===== src/rtl/proc_seq.sv =====
// Packet sequencer: pops a header, walks the non-bypassed stages through a
// start/ready handshake, then commits, drops or times out the packet.
module proc_seq #(
    parameter int  NUM_STAGES = 3,
    parameter int  TIMEOUT_W  = 16,
    parameter int  CNT_W      = 32,
    localparam int STG_W      = (NUM_STAGES > 1) ? $clog2(NUM_STAGES) : 1
) (
    input  logic                  clk,
    input  logic                  rst,
    input  logic                  in_empty_i,
    output logic                  in_rd_o,
    input  logic                  out_empty_i,
    output logic                  out_wr_o,
    input  logic                  mod_busy_i,
    output logic                  idle_o,
    output logic [NUM_STAGES-1:0] stg_start_o,
    input  logic [NUM_STAGES-1:0] stg_ready_i,
    input  logic [NUM_STAGES-1:0] stg_drop_i,
    input  logic [NUM_STAGES-1:0] stg_bypass_i,
    input  logic [TIMEOUT_W-1:0]  timeout_lim_i,
    output logic [STG_W-1:0]      cur_stage_o,
    output logic                  err_o,
    output logic [STG_W-1:0]      err_stage_o,
    output logic [CNT_W-1:0]      pkt_cnt_o,
    output logic [CNT_W-1:0]      drop_cnt_o,
    output logic [CNT_W-1:0]      timeout_cnt_o
);

    typedef enum logic [1:0] {S_FREE, S_WAIT, S_HOLD, S_LATCH} state_t;

    state_t                r_state, w_state_nxt;
    logic [NUM_STAGES-1:0] r_mask, w_mask_nxt;
    logic [NUM_STAGES-1:0] r_start, w_start_nxt;
    logic [STG_W-1:0]      r_cur, w_cur_nxt;
    logic [STG_W-1:0]      r_err_stage;
    logic [TIMEOUT_W-1:0]  r_timer, w_timer_nxt, w_timer_inc;
    logic                  r_rd, r_wr, r_err;
    logic [CNT_W-1:0]      r_pkt_cnt, r_drop_cnt, r_to_cnt;
    logic                  w_first_vld, w_next_vld;
    logic [STG_W-1:0]      w_first_idx, w_next_idx;
    logic                  w_in_start, w_rdy, w_drp;
    logic                  w_wr_ev, w_drop_ev, w_to_ev;

    // Lowest stage to run at accept, and the next one above the active stage.
    always_comb begin
        w_first_vld = 1'b0;
        w_first_idx = '0;
        w_next_vld  = 1'b0;
        w_next_idx  = '0;
        for (int j = 0; j < NUM_STAGES; j++) begin
            if (!w_first_vld && !stg_bypass_i[j]) begin
                w_first_vld = 1'b1;
                w_first_idx = STG_W'(j);
            end
            if (!w_next_vld && !r_mask[j] && (j > int'(r_cur))) begin
                w_next_vld = 1'b1;
                w_next_idx = STG_W'(j);
            end
        end
    end

    // Ready is not trusted while the start pulse is still on the wire.
    assign w_in_start  = |r_start;
    assign w_rdy       = stg_ready_i[r_cur] & ~w_in_start;
    assign w_drp       = stg_drop_i[r_cur];
    assign w_timer_inc = r_timer + 1'b1;

    always_comb begin
        w_state_nxt = r_state;
        w_mask_nxt  = r_mask;
        w_start_nxt = '0;
        w_cur_nxt   = r_cur;
        w_timer_nxt = r_timer;
        w_wr_ev     = 1'b0;
        w_drop_ev   = 1'b0;
        w_to_ev     = 1'b0;
        case (r_state)
            S_FREE: begin
                if (!in_empty_i && !mod_busy_i) begin
                    w_mask_nxt  = stg_bypass_i;
                    w_timer_nxt = '0;
                    if (w_first_vld) begin
                        w_start_nxt[w_first_idx] = 1'b1;
                        w_cur_nxt   = w_first_idx;
                        w_state_nxt = S_WAIT;
                    end else if (out_empty_i) begin
                        w_wr_ev     = 1'b1;
                        w_state_nxt = S_LATCH;
                    end else begin
                        w_state_nxt = S_HOLD;
                    end
                end
            end
            S_WAIT: begin
                if (w_in_start) begin
                    w_timer_nxt = r_timer;
                end else if (w_rdy) begin
                    w_timer_nxt = '0;
                    if (w_drp) begin
                        w_drop_ev   = 1'b1;
                        w_state_nxt = S_LATCH;
                    end else if (w_next_vld) begin
                        w_start_nxt[w_next_idx] = 1'b1;
                        w_cur_nxt = w_next_idx;
                    end else if (out_empty_i) begin
                        w_wr_ev     = 1'b1;
                        w_state_nxt = S_LATCH;
                    end else begin
                        w_state_nxt = S_HOLD;
                    end
                end else if ((timeout_lim_i != '0) && (w_timer_inc == timeout_lim_i)) begin
                    w_to_ev     = 1'b1;
                    w_state_nxt = S_LATCH;
                end else begin
                    w_timer_nxt = w_timer_inc;
                end
            end
            S_HOLD: begin
                if (out_empty_i) begin
                    w_wr_ev     = 1'b1;
                    w_state_nxt = S_LATCH;
                end
            end
            default: w_state_nxt = S_FREE;
        endcase
    end

    always_ff @(posedge clk) begin
        if (!rst) begin
            r_state     <= S_FREE;
            r_mask      <= '0;
            r_start     <= '0;
            r_cur       <= '0;
            r_timer     <= '0;
            r_rd        <= 1'b0;
            r_wr        <= 1'b0;
            r_err       <= 1'b0;
            r_err_stage <= '0;
            r_pkt_cnt   <= '0;
            r_drop_cnt  <= '0;
            r_to_cnt    <= '0;
        end else begin
            r_state <= w_state_nxt;
            r_mask  <= w_mask_nxt;
            r_start <= w_start_nxt;
            r_cur   <= w_cur_nxt;
            r_timer <= w_timer_nxt;
            r_rd    <= w_wr_ev | w_drop_ev | w_to_ev;
            r_wr    <= w_wr_ev;
            r_err   <= w_to_ev;
            if (w_to_ev)
                r_err_stage <= r_cur;
            if (w_wr_ev && (r_pkt_cnt != '1))
                r_pkt_cnt <= r_pkt_cnt + 1'b1;
            if (w_drop_ev && (r_drop_cnt != '1))
                r_drop_cnt <= r_drop_cnt + 1'b1;
            if (w_to_ev && (r_to_cnt != '1))
                r_to_cnt <= r_to_cnt + 1'b1;
        end
    end

    assign idle_o        = (r_state == S_FREE);
    assign in_rd_o       = r_rd;
    assign out_wr_o      = r_wr;
    assign err_o         = r_err;
    assign err_stage_o   = r_err_stage;
    assign stg_start_o   = r_start;
    assign cur_stage_o   = r_cur;
    assign pkt_cnt_o     = r_pkt_cnt;
    assign drop_cnt_o    = r_drop_cnt;
    assign timeout_cnt_o = r_to_cnt;

endmodule


===== config.mk =====
export PLATFORM = sky130hd
export DESIGN_NAME = proc_seq
export DESIGN_NICKNAME = d
export VERILOG_FILES = /design/src/rtl/proc_seq.sv
export SDC_FILE = /design/constraint.sdc
export NUM_CORES = 1
export LEC_CHECK = 0
export ABC_AREA = 1
export BUFFER_PORTS_ARGS = -buffer_cell sky130_fd_sc_hd__clkbuf_2
export CORE_UTILIZATION = 52
export DETAILED_ROUTE_END_ITERATION = 8
export PLACE_DENSITY_LB_ADDON = 0.1
export SETUP_SLACK_MARGIN = 0.05
export SYNTH_ARGS = -nofsm -noshare
export SYNTH_HDL_FRONTEND = slang
export SYNTH_SLANG_ARGS = --single-unit

===== constraint.sdc =====
create_clock -name clk -period 2.37 [get_ports clk]
set_clock_uncertainty 0.1 [all_clocks]
set_input_delay 0.474 -clock clk [delete_from_list [all_inputs] [get_ports clk]]
set_output_delay 0.474 -clock clk [all_outputs]
set_load 0.01 [all_outputs]

* After elaboration in Yosys (flattened, before gate mapping)
Cells that the tools add are included.
Operators by class: add/sub/neg operators 4, $lt $le $gt $ge 7, eq/ne operators 16, multiplexer cells 62, bitwise gates (word level) 4, reductions and logical operators 28
Operators with widths (count):
- adder 32 x 1 -> 32 bit (second input constant) | 3
- inequality test 32 bit (second input constant) | 3
- two-way mux 16 bit | 4
- two-way mux 2 bit | 16
- one-hot mux 16 bit (2 select lines) | 1
- two-way mux 1 bit | 27
- two-way mux 3 bit | 6
- adder 16 x 1 -> 16 bit (second input constant) | 1
- == test 16 bit | 1
- nonzero test 16 bit | 1
- logical AND 1 bit | 12
- inequality test 2 bit (second input constant) | 5
- less-than comparator 2 x 3 -> 1 bit (second input constant) | 3
- zero test 1 bit | 8
- AND reduction 7 bit | 1
- inequality test 3 bit (second input constant) | 2
- one-hot mux 2 bit (3 select lines) | 1
- one-hot mux 3 bit (2 select lines) | 1
- AND reduction 5 bit | 1
- binary-select mux 1 bit (select 2 bit) | 2
- demux 1 bit (select 2 bit) | 2
- greater-or-equal comparator 2 x 1 -> 1 bit (second input constant) | 2
- inequality test 2 x 1 -> 1 bit (second input constant) | 2
- inequality test 4 bit (second input constant) | 1
- other kinds (14) | 15
Word-level totals: flip-flop bits (word level) 127

* Longest topological paths before layout
Gate-level depths: netlist (run 1).
depth in word-level cells 16, mapped depth 17, depth with buffers taken out 16

* Least setup slack after synthesis (run 1)
No wires, ideal clock.
path kind register to register, from register r_drop_cnt[0] (netlist: drop_cnt_o[0]), to register r_drop_cnt[11] (netlist: drop_cnt_o[11]), setup time 131 ps, data arrival time 1980 ps, required time 2139 ps, path slack 159 ps, cell stages (with the launch flop) 11, path buffers 1, cell sequence dfxtp_1 > ha_1 > inv_1 > nor4_1 > nand2_1 > nor2_1 > nand4_1 > nand2_1 > clkbuf_1 > o21ai_0 > nor3b_1
On the way: word-level cells in the longest chain between the ends 2, elaborated cells on any way between the ends 3, those cells by class add/sub (1); eq/ne (1); reduce/logical (1)
RTL lines:
- from (decl) | line 39 | logic [CNT_W-1:0] r_pkt_cnt, r_drop_cnt, r_to_cnt;
- from (signal assigned) | line 157 | r_drop_cnt <= r_drop_cnt + 1'b1;
- parallel branches: the longest is 2 deep, another holds adder 32 x 1 -> 32 bit
Several ways; the timed one is not identified. A chain may end at the register's enable or synchronous reset.

* Final worst setup path (run 1)
from register r_timer[0], to register r_timer[8]
On the way: word-level cells in the longest chain between the ends 5, elaborated cells on any way between the ends 9, those cells by class add/sub (1); eq/ne (2); mux (4); reduce/logical (2)
RTL lines:
- from (decl) | line 37 | logic [TIMEOUT_W-1:0] r_timer, w_timer_nxt, w_timer_inc;
- from (signal assigned) | line 148 | r_timer <= w_timer_nxt;
- adder 16 x 1 -> 16 bit * | line 67 | assign w_timer_inc = r_timer + 1'b1;
- == test 16 bit / two-way mux 16 bit (equally long branches) | line 112 | end else if ((timeout_lim_i != '0) && (w_timer_inc == timeout_lim_i)) begin
- logical AND 1 bit / two-way mux 16 bit (equally long branches) | line 112, 98
- inequality test 3 bit (no line) / two-way mux 16 bit (equally long branches)
- AND reduction 4 bit (no line) / one-hot mux 16 bit (2 select lines) (equally long branches)
Every way passes the cells marked *; elsewhere a longest branch is shown, timed or not. The select of a mux whose other input is x is not followed.

==> out/qor.txt, run 1 <==
grt peak-use layer -> met2
via count -> 9,522
status -> complete, but fails checks
crit-path max FO -> 8
FF-to-FF End -> r_timer[8]
r2r startpoint -> r_timer[0]
Post-DRT Antenna Nets -> 0
share of layout cells above drive strength 1 -> 23.7%
Placer Congestion -> 0.960
relative slew slack -> 56.8%
fin crit period -> 2.42 ns
first-pass iteration count of the detailed router -> 5
ys async rst share -> 0%
mapped cell area -> 0.00809 sq mm
post-placement cell area -> 0.00947 sq mm
hold_ws -> 0.206 ns
Min-Delay Path Class -> in -> reg
die width -> 127 um
Slew Limit Fails -> 0
WL final -> 25,200 um
# fillers -> 1,370
depth of the worst hold-timing path -> 2
FF-to-FF path depth -> 15
# IOs -> 137
CTS tree -> yes
# port buffers -> 136
largest net degree at the start of global routing -> 61
Cell variety after synth -> 42
met1 Usage GRT -> 40.4%
Critical Path Slowest Stage Cell -> dfxtp_4
Root Driver -> clkbuf_16
fmax -> 0.413 GHz
cell row count -> 45
cell family with most CP delay -> simple AND/OR/NAND/NOR gates
vias in the first global route -> 8,632
period utilization -> 102%
fin worst setup slack -> -0.0513 ns
gr ovfl total -> 0
CP startpoint kind -> flip-flop
FF+latch area -> 0.00254 sq mm
Worst-Margin Slew -> 0.647 ns
area occupied by multi-input gates -> 0.00505 sq mm
critical path arrival -> 2.67 ns
average cell area after synthesis -> 6.10 sq um
crit end category -> flip-flop
initial antenna violation count -> 0
yosys warns -> 0
fin area -> 0.0106 sq mm
setup violators final -> 12
Hold Crit Start -> stg_bypass_i[0]
met2 GRT Util -> 52.6%
R2R setup slack -> -0.05 ns
Starting Density -> 53.2%
Max clock buf depth -> 2
P_leak -> 0.00464 uW
Placeable Area -> 0.0152 sq mm
Post-synth EDFFs -> 0
Hold Path End -> stg_start_o[0]
CP required -> 2.62 ns
synthesized flop and latch total -> 126
Syn Nets -> 1,364
die area -> 0.0161 sq mm
ant diodes -> 0
Primary FF master, synth -> dfxtp_1
H-tree levels -> 4
failing checks -> setup timing
cell mode on critical path -> nand2_1
Post-DP HPWL -> 17,500 um
worst setup path class -> reg -> reg
Post-layout nets -> 1,586
global-route wire length before repair -> 41,000 um
drt drc -> 0
final cell count without fillers -> 1,749
clock slew at reported path FFs -> 0.06 ns
vias per cell -> 5.44
Max Cap Violations -> 0
post-synthesis to final-layout area growth -> 31.6%
CTS Buf Count -> 17
final hold vios -> 0
Critical path buffers and inverters -> 4
slowest cell delay on critical path -> 0.38 ns
RSZ-0062 raised after global routing -> true
# placed instances -> 1,688
routed wire length per instance -> 14.4 um
worst skew pair latency -> 0.42 ns
power density cells -> 595 mW/mm^2
met3 usage -> 5.06%
initial drt markers -> 722
total clock sinks -> 126
Syn Inst Count -> 1,326
Global Route Usage Sum -> 31.4%
crit-path cells -> inv_2, nor2_4, nand4_1, nand2_1, nand2_1, nand2_1, nand2_1, nor2_2, nand3_2, buf_6, o21ai_4, buf_6, buf_12, nand2_4, a21oi_2
total power -> 6340 uW
die span in y -> 127 um
Worst VDD drop -> 673 uV
post-synthesis sequential area ratio -> 31.2%
state kept, by name, indices dropped and copies added, names as in the netlist:
register and count:
in_rd_o 1, err_stage_o 2, cur_stage_o 2, stg_start_o 3, err_o 1, r_state 2, r_timer 16, drop_cnt_o 32
pkt_cnt_o 32, timeout_cnt_o 32, out_wr_o 1, r_mask 2
synthesized netlist by cell type (2+ instances only):
master    count  area, sq um
nand2_1     354         1330
nor2_1      208          781
inv_1       172          646
dfxtp_1     126         2520
nand4_1      88          551
a21oi_1      85          425
nand3_1      72          360
nor3_1       41          205
o21ai_0      32          160
xor2_1       29          254
clkbuf_1     26         97.6
nor4_1       22          138
ha_1          8          100
o21a_1        7         52.6
nor2_4        6         67.6
buf_2         5         25.0
buf_4         4         30.0
nand3b_1      4         30.0
xnor2_1       4         35.0
a31oi_1       3         18.8
buf_1         3         11.3
nor2_2        2         12.5
nor3_2        2         20.0
nor3b_1       2         15.0
o211a_1       2         20.0
o21ai_1       2         10.0
o21ai_2       2         17.5
power by group:
part           switching, uW  total, uW  internal, uW  leakage (uW)
Clock                   1030       2710          1680      0.000296
Sequential              62.9       2240          2180       0.00102
Combinational            846       1380           539       0.00333
Total                   1940       6340          4400       0.00464
cell type report:
type                       count  share of cell area (%)
timing repair buffer         242                    14.7
multi-input combinational    988                    47.4
inverter                     173                    6.10
clock buffer                  18                    4.13
sequential                   126                    23.9
tap                          188                    2.21
clock inverter                14                    1.59
stage by stage:
step,setup WS (ns),setup TNS [ns],util (%)
5_1_grt,-0.168,-5.59,70.0
6_report,-0.0513,-0.417,70.0
2_1_floorplan,0.159,0,-
3_5_place_dp,-0.124,-3.26,62.3
3_3_place_gp,-0.0601,-0.775,62.3
4_1_cts,0.0218,0,68.5
logic make-up (layout without fill, tap and decap cells):
| group | after synthesis | after routing | share of synthesized area, % |
|---|---|---|---|
| xor+xnor | 34 | 34 | 3.85 |
| flops | 126 | 126 | 31.2 |
| compound gates | 139 | 139 | 9.57 |
| buf+inv | 213 | 447 | 10.3 |
| simple gates | 806 | 807 | 43.9 |
| fa+ha+maj | 8 | 8 | 1.24 |
layout by cell type (no fill, tap or decap), drive strengths merged:
cell	count
a31oi	3
clkbuf	154
o22ai	1
inv	173
o21a	7
buf	106
nor2	217
o21bai	2
nand3b	4
clkinv	9
nand2	356
nor4	22
o211a	2
clkinvlp	2
nand4	88
a211oi	1
xor2	29
nor3b	2
o31ai	1
bufinv	3
ha	8
xnor3	1
nor3	43
and3	1
dfxtp	126
nand3	73
and3b	1
xnor2	4
a21oi	85
o21ai	37
what timing repair did:
action,CTS,global route
cloned,2,1
pin swaps,24,24
hold buffers,0,0
resized for setup,51,56
setup buffers,18,9
setup endpoints to repair,50,93
how the worst max path moves through the flow:
stage / from / endpoint / slack (ns) / cells after the start
6_report: r_timer[0] / r_timer[8] / -0.05 / 15
5_1_grt: r_timer[0] / r_timer[3] / -0.17 / 16
3_3_place_gp: stg_ready_i[0] / drop_cnt_o[4] / -0.06 / 12
2_1_floorplan: drop_cnt_o[0] / drop_cnt_o[11] / 0.16 / 10
3_5_place_dp: r_timer[0] / timeout_cnt_o[1] / -0.12 / 15
4_1_cts: r_timer[1] / timeout_cnt_o[16] / 0.02 / 15
routing by layer:
| metal | vias to the layer above | wire length, um |
|---|---|---|
| met5 | - | 0 |
| met4 | 0 | 640 |
| met3 | 53 | 1500 |
| met2 | 339 | 12000 |
| met1 | 4353 | 11100 |
| li1 | 4777 | - |
(Power assumes the default switching activity.)
==> inputs of run 2 (changes only) <==
--- a/config.mk
+++ b/config.mk
@@ -9,3 +9,3 @@
 export BUFFER_PORTS_ARGS = -buffer_cell sky130_fd_sc_hd__clkbuf_2
-export CORE_UTILIZATION = 52
+export CORE_UTILIZATION = 45
 export DETAILED_ROUTE_END_ITERATION = 8
==> constraint.sdc (replaced) <==
create_clock -name clk -period 2.37 [get_ports clk]
set_clock_uncertainty 0.1 [all_clocks]
set_input_delay 0.1185 -clock clk [delete_from_list [all_inputs] [get_ports clk]]
set_output_delay 0.1185 -clock clk [all_outputs]
set_load 0.01 [all_outputs]
==> run 2 against run 1 <==
Against the previous run: the run still ends with setup timing left; critical endpoint is now r_timer[14]; cell count increased by 3.4%; maximum frequency down 4.3%; worst hold slack lost 0.12 ns; wire length is 5.6% higher; critical path depth unchanged; setup slack worse by 0.11 ns; via count increased by 1.1%; flip-flop and latch count unchanged; combinational power is 4% higher; total power up 0.24%; global-route usage fell by 3.7 points; non-clock buffer count is 23 higher.
==> out/qor.txt, run 2 (synthesis results as in run 1) <==
status -> complete, but fails checks
failing checks -> setup timing
Sequential Power Share -> 35.5% (about the same)
CP required -> 2.61 ns (about the same)
H-tree levels -> 4 (unchanged)
critical path arrival -> 2.77 ns (+0.10 ns)
post-synthesis to final-layout area growth -> 37.6%
Placeable Area -> 0.0174 sq mm (+15%)
area occupied by multi-input gates -> 0.00522 sq mm (+3.4%)
Clock Power Share -> 42.1% (-0.6 points)
cell row count -> 48 (+6.7%)
Slew Limit Fails -> 0 (unchanged)
first-pass iteration count of the detailed router -> 5 (unchanged)
# port buffers -> 136 (unchanged)
routed wire length per instance -> 14.7 um (+2.1%)
Sw Pwr -> 1940 uW (+0.34%)
setup violators final -> 36 (+24)
CTS tree -> yes
die span in y -> 136 um (+7.4%)
Critical path buffers and inverters -> 2 (-2)
# placed instances -> 1,729 (+2.4%)
worst setup path class -> reg -> reg
Util after Layout -> 63.9% (-6.1 points)
global-route wire length before repair -> 40,900 um (-0.30%)
crit-path cells -> ha_4, nand2_4, nor2_4, nand4_1, nand2_1, nand2_1, nand2_2, nand3_4, nor2_4, nand3_4, buf_6, o21ai_4, buf_12, nand2_4, a21oi_2
Max Cap Violations -> 0 (unchanged)
most common cell after layout, fill and taps aside -> nand2_1
Worst-Margin Slew -> 0.654 ns (+0.00628 ns)
Root Driver -> clkbuf_16
period utilization -> 107% (+4.6 points)
crit end category -> flip-flop
Starting Density -> 46.4% (-6.8 points)
Global Route Usage Sum -> 27.7% (-3.7 points)
cell family with most CP delay -> simple AND/OR/NAND/NOR gates
P_leak -> 0.00479 uW (+3.1%)
Post-DRT Antenna Nets -> 0 (unchanged)
slowest cell delay on critical path -> 0.38 ns (about the same)
total clock sinks -> 126 (unchanged)
Place WS -> -0.113 ns (+0.0107 ns)
# IOs -> 137 (unchanged)
via count -> 9,626 (+1.1%)
FF+latch area -> 0.00254 sq mm (about the same)
gr ovfl total -> 0 (unchanged)
final hold vios -> 0 (unchanged)
CP startpoint kind -> flip-flop
Int Pwr -> 4410 uW (+0.19%)
fin crit period -> 2.53 ns (+0.109 ns)
switching fraction of total power -> 30.6% (+0.031 points)
die area -> 0.0185 sq mm (+15%)
share of layout cells above drive strength 1 -> 25.9% (+2.2 points)
relative slew slack -> 56.4% (-0.42 points)
fin worst setup slack -> -0.160 ns (-0.109 ns)
Fin Setup TNS -> -3.98 ns (-3.57 ns)
# fillers -> 1,648 (+20%)
RSZ-0062 raised after global routing -> true
WL final -> 26,700 um (+5.6%)
Logic pwr share -> 22.5% (+0.6 points)
die width -> 136 um (+7.4%)
vias per cell -> 5.32 (-2.3%)
clock slew at reported path FFs -> 0.06 ns (about the same)
Post-layout nets -> 1,609 (+1.5%)
CTS Buf Count -> 17 (unchanged)
final cell count without fillers -> 1,809 (+3.4%)
power density cells -> 571 mW/mm^2 (-4.1%)
fin area -> 0.0111 sq mm (+4.5%)
post-placement cell area -> 0.00955 sq mm (+0.81%)
Min-Delay Path Class -> in -> reg
Max clock buf depth -> 2 (unchanged)
initial antenna violation count -> 1 (+1)
fmax -> 0.395 GHz (-4.3%)
worst skew pair latency -> 0.42 ns (about the same)
crit-path max FO -> 8 (unchanged)
initial drt markers -> 549 (-24%)
Critical Path Slowest Stage Cell -> dfxtp_4
largest net degree at the start of global routing -> 61 (unchanged)
Post-DP HPWL -> 18,100 um (+3.4%)
Placer Congestion -> 0.905 (-5.7%)
vias in the first global route -> 8,472 (-1.9%)
Worst VDD drop -> 510 uV (-24%)
commonest non-fill, non-tap cells in the layout -> nand2_1 (327), nor2_1 (188), inv_1 (168)
drt drc -> 0 (unchanged)
==> run 2: cell types whose count changed in the layout (fill, tap and decap cells not counted), sizes merged <==
cell | previous run | this run
diode | 0 | 1
buf | 106 | 122
clkinvlp | 2 | 4
clkbuf | 154 | 158
clkinv | 9 | 5
dlygate4sd3 | 0 | 4
==> run 2: path summary, 6_finish.rpt <==
kind         cells after the start             end  slack (ns)           start
min reg2reg                      2  err_stage_o[0]        0.35  err_stage_o[0]
min                              3  drop_cnt_o[28]        0.09             rst
max reg2reg                     15     r_timer[14]       -0.16      r_timer[1]
max                             15     r_timer[14]       -0.16      r_timer[1]
==> run 2: layout make-up <==
cell class	instances	area share [%]
timing repair buffer	265	16.6
clock inverter	12	1.30
inverter	173	5.84
multi-input combinational	988	46.9
tap	225	2.53
clock buffer	19	3.98
antenna	1	0.0225
sequential	126	22.9
==> run 2: what timing repair did <==
| item | in CTS | in global routing |
|---|---|---|
| hold endpoints to repair | 7 | 0 |
| buffers inserted | 25 | 14 |
| hold buffers | 4 | 0 |
| pin swaps | 15 | 28 |
| setup endpoints to repair | 55 | 98 |
| gates cloned | 2 | 3 |
| gates resized for setup | 43 | 103 |
==> run 2: through the flow <==
| stage | total power [uW] | hold slack, ns |
|---|---|---|
| after global routing | 6600 | 0.119 |
| after CTS | 6250 | 0.0855 |
| final | 6350 | 0.0854 |
| after floorplan | 3020 | 0.0949 |
| after global placement | 3470 | 0.252 |
| after detailed placement | 3480 | 0.257 |
==> run 2: layer usage <==
layer / wire (um) / part of all wire [%] / global-route usage (%)
met1: 11900 / 45 / 35.8
met2: 12700 / 47 / 46.1
met3: 1430 / 5.4 / 4.92
met4: 634 / 2.4 / 9.26
met5: 0 / 0 / 0
==> run 2: power by group through the flow <==
stage | logic, uW | registers [uW] | clock network [uW]
after floorplan | 731 | 2290 | 0
final | 1430 | 2250 | 2670
after CTS | 1300 | 2250 | 2700
after detailed placement | 1190 | 2300 | 0
after global placement | 1180 | 2290 | 0
after global routing | 1560 | 2260 | 2770
==> run 2: worst reg2reg max path, stage by stage (launching register included) <==
cell	delay [ns]
dfxtp_4	0.38
ha_4	0.17
nand2_4	0.08
nor2_4	0.15
nand4_1	0.14
nand2_1	0.13
nand2_1	0.09
nand2_2	0.11
nand3_4	0.10
nor2_4	0.13
nand3_4	0.09
buf_6	0.13
o21ai_4	0.24
buf_12	0.20
nand2_4	0.06
a21oi_2	0.15
==> inputs of run 3 (changes only) <==
==> constraint.sdc (replaced) <==
create_clock -name clk -period 2.37 [get_ports clk]
set_clock_uncertainty 0.1 [all_clocks]
set_input_delay 0.3555 -clock clk [delete_from_list [all_inputs] [get_ports clk]]
set_output_delay 0.3555 -clock clk [all_outputs]
set_load 0.01 [all_outputs]
==> run 3 against run 2 <==
Against the previous run: the flow still finishes with violations (setup timing); core utilization shrank 1.5 points; via count decreased by 2.7%; worst hold slack got worse by 0.012 ns; maximum frequency grew 2.9%; register-to-register slack better by 0.07 ns; sequential power about the same; first-iteration DRC count grew 13%; critical path depth unchanged; die area did not move; flip-flop and latch count unchanged; combinational power decreased by 5%; largest cell class unchanged; largest power group unchanged.
==> out/qor.txt, run 3 (synthesis results as in run 1) <==
status -> complete, but fails checks
failing checks -> setup timing
power density cells -> 577 mW/mm^2 (+1.0%)
relative slew slack -> 55.7% (-0.76 points)
crit-path max FO -> 8 (unchanged)
initial antenna violation count -> 2 (+1)
largest net degree at the start of global routing -> 61 (unchanged)
Worst VDD drop -> 516 uV (+1.2%)
Max clock buf depth -> 2 (unchanged)
fmax -> 0.407 GHz (+2.9%)
Starting Density -> 46.4% (unchanged)
P_leak -> 0.00466 uW (-2.6%)
post-synthesis to final-layout area growth -> 34.3%
vias per cell -> 5.24 (-1.5%)
most common cell after layout, fill and taps aside -> nand2_1
Critical Path Slowest Stage Cell -> dfxtp_4
die width -> 136 um (unchanged)
post-placement cell area -> 0.00957 sq mm (+0.24%)
CTS Buf Count -> 17 (unchanged)
worst setup path class -> reg -> reg
Min-Delay Path Class -> in -> reg
Post-layout nets -> 1,586 (-1.4%)
die area -> 0.0185 sq mm (unchanged)
gr ovfl total -> 0 (unchanged)
Place WS -> -0.0873 ns (+0.0259 ns)
commonest non-fill, non-tap cells in the layout -> nand2_1 (328), nor2_1 (176), inv_1 (170)
Post-DRT Antenna Nets -> 0 (unchanged)
Root Driver -> clkbuf_16
share of layout cells above drive strength 1 -> 25.6% (-0.34 points)
final hold vios -> 0 (unchanged)
WL final -> 25,500 um (-4.5%)
Placeable Area -> 0.0174 sq mm (unchanged)
hold_ws -> 0.0731 ns (-0.0123 ns)
crit end category -> flip-flop
CP required -> 2.63 ns (+0.02 ns)
Global Route Usage Sum -> 26.3% (-1.4 points)
vias in the first global route -> 7,978 (-5.8%)
# port buffers -> 136 (unchanged)
period utilization -> 104% (-3.0 points)
clock slew at reported path FFs -> 0.06 ns (about the same)
fin crit period -> 2.46 ns (-0.0707 ns)
# fillers -> 1,681 (+2.0%)
slowest cell delay on critical path -> 0.38 ns (about the same)
drt drc -> 0 (unchanged)
Fin Setup TNS -> -1.66 ns (+2.32 ns)
Worst-Margin Slew -> 0.665 ns (+0.0113 ns)
total clock sinks -> 126 (unchanged)
initial drt markers -> 623 (+13%)
Max Cap Violations -> 0 (unchanged)
die span in y -> 136 um (unchanged)
crit-path cells -> ha_4, nand2_4, nor2_4, nand4_1, nand2_1, nand2_1, nand2_2, nand3_2, nor2_2, nand3_2, buf_6, o21ai_4, clkbuf_16, nand2_4, a21oi_2
# IOs -> 137 (unchanged)
via count -> 9,365 (-2.7%)
fin worst setup slack -> -0.0897 ns (+0.0707 ns)
cell row count -> 48 (unchanged)
global-route wire length before repair -> 38,800 um (-5.2%)
fin area -> 0.0109 sq mm (-2.4%)
H-tree levels -> 4 (unchanged)
RSZ-0062 raised after global routing -> true
critical path arrival -> 2.72 ns (-0.05 ns)
setup violators final -> 39 (+8.3%)
worst skew pair latency -> 0.43 ns (about the same)
Placer Congestion -> 0.903 (-0.15%)
Slew Limit Fails -> 0 (unchanged)
routed wire length per instance -> 14.2 um (-3.3%)
first-pass iteration count of the detailed router -> 6 (+1)
CTS tree -> yes
total power -> 6260 uW (-1.4%)
CP startpoint kind -> flip-flop
Post-DP HPWL -> 18,100 um (+0.18%)
[run 3: cell types whose count changed in the layout (fill, tap and decap cells not counted), moves of 4 or more]
cell and delta:
buf_4 -10, dlygate4sd3_1 -4, nor2_1 -12, buf_6 -8
o21ai_1 +6, nand3_1 +4, nor2_2 +13, o21ai_0 -8
[run 3: worst paths after layout]
path	slack, ns	cells after the start	to	from
setup / recovery	-0.09	15	r_timer[3]	r_timer[1]
hold / removal	0.07	2	stg_start_o[0]	stg_bypass_i[0]
setup reg to reg	-0.09	15	r_timer[3]	r_timer[1]
hold reg to reg	0.36	2	err_stage_o[0]	err_stage_o[0]
[run 3: layout make-up]
cell class / instances / area (sq um) / share of cell area (%)
multi-input cells: 988 / 5190 / 47.8
flip-flops and latches: 126 / 2550 / 23.4
repair buffers: 242 / 1610 / 14.8
inverters: 173 / 649 / 5.98
clock buffers: 22 / 474 / 4.36
well taps: 225 / 282 / 2.59
clock inverters: 10 / 111 / 1.02
diodes: 1 / 2.50 / 0.0230
[run 3: critical path, delay by kind of cell (launching register included)]
kind	cells	cell delay, ns
buffers and inverters	2	0.35
AOI/OAI and AO/OA	2	0.33
and+or+nand+nor	10	1.05
adders and majority gates	1	0.18
DFF	1	0.38
[run 3: per-stage QoR]
step | utilization [%] | std cells
2_1_floorplan | - | 1326
3_3_place_gp | 55.0 | 1732
3_5_place_dp | 55.0 | 1732
4_1_cts | 58.8 | 1767
5_1_grt | 62.4 | 1786
6_report | 62.4 | 1787
[run 3: routing by layer]
layer | vias to the layer above | part of all wire (%) | GRT usage (%)
met4 | 0 | 1.9 | 8.70
met1 | 4272 | 46 | 35.0
met5 | - | 0 | 0
met2 | 285 | 47 | 42.3
li1 | 4764 | - | -
met3 | 44 | 5.6 | 5.03
[run 3: timing repair]
item,in CTS,in global routing
setup endpoints to repair,57,110
buffers inserted,2,15
hold buffers,0,0
gates resized for setup,19,128
pin swaps,6,41
gates cloned,1,4
[run 3: report_power, final]
| part | switching, uW | total, uW | internal (uW) |
|---|---|---|---|
| clock network | 1030 | 2650 | 1630 |
| registers | 71.6 | 2250 | 2180 |
| logic | 842 | 1360 | 519 |
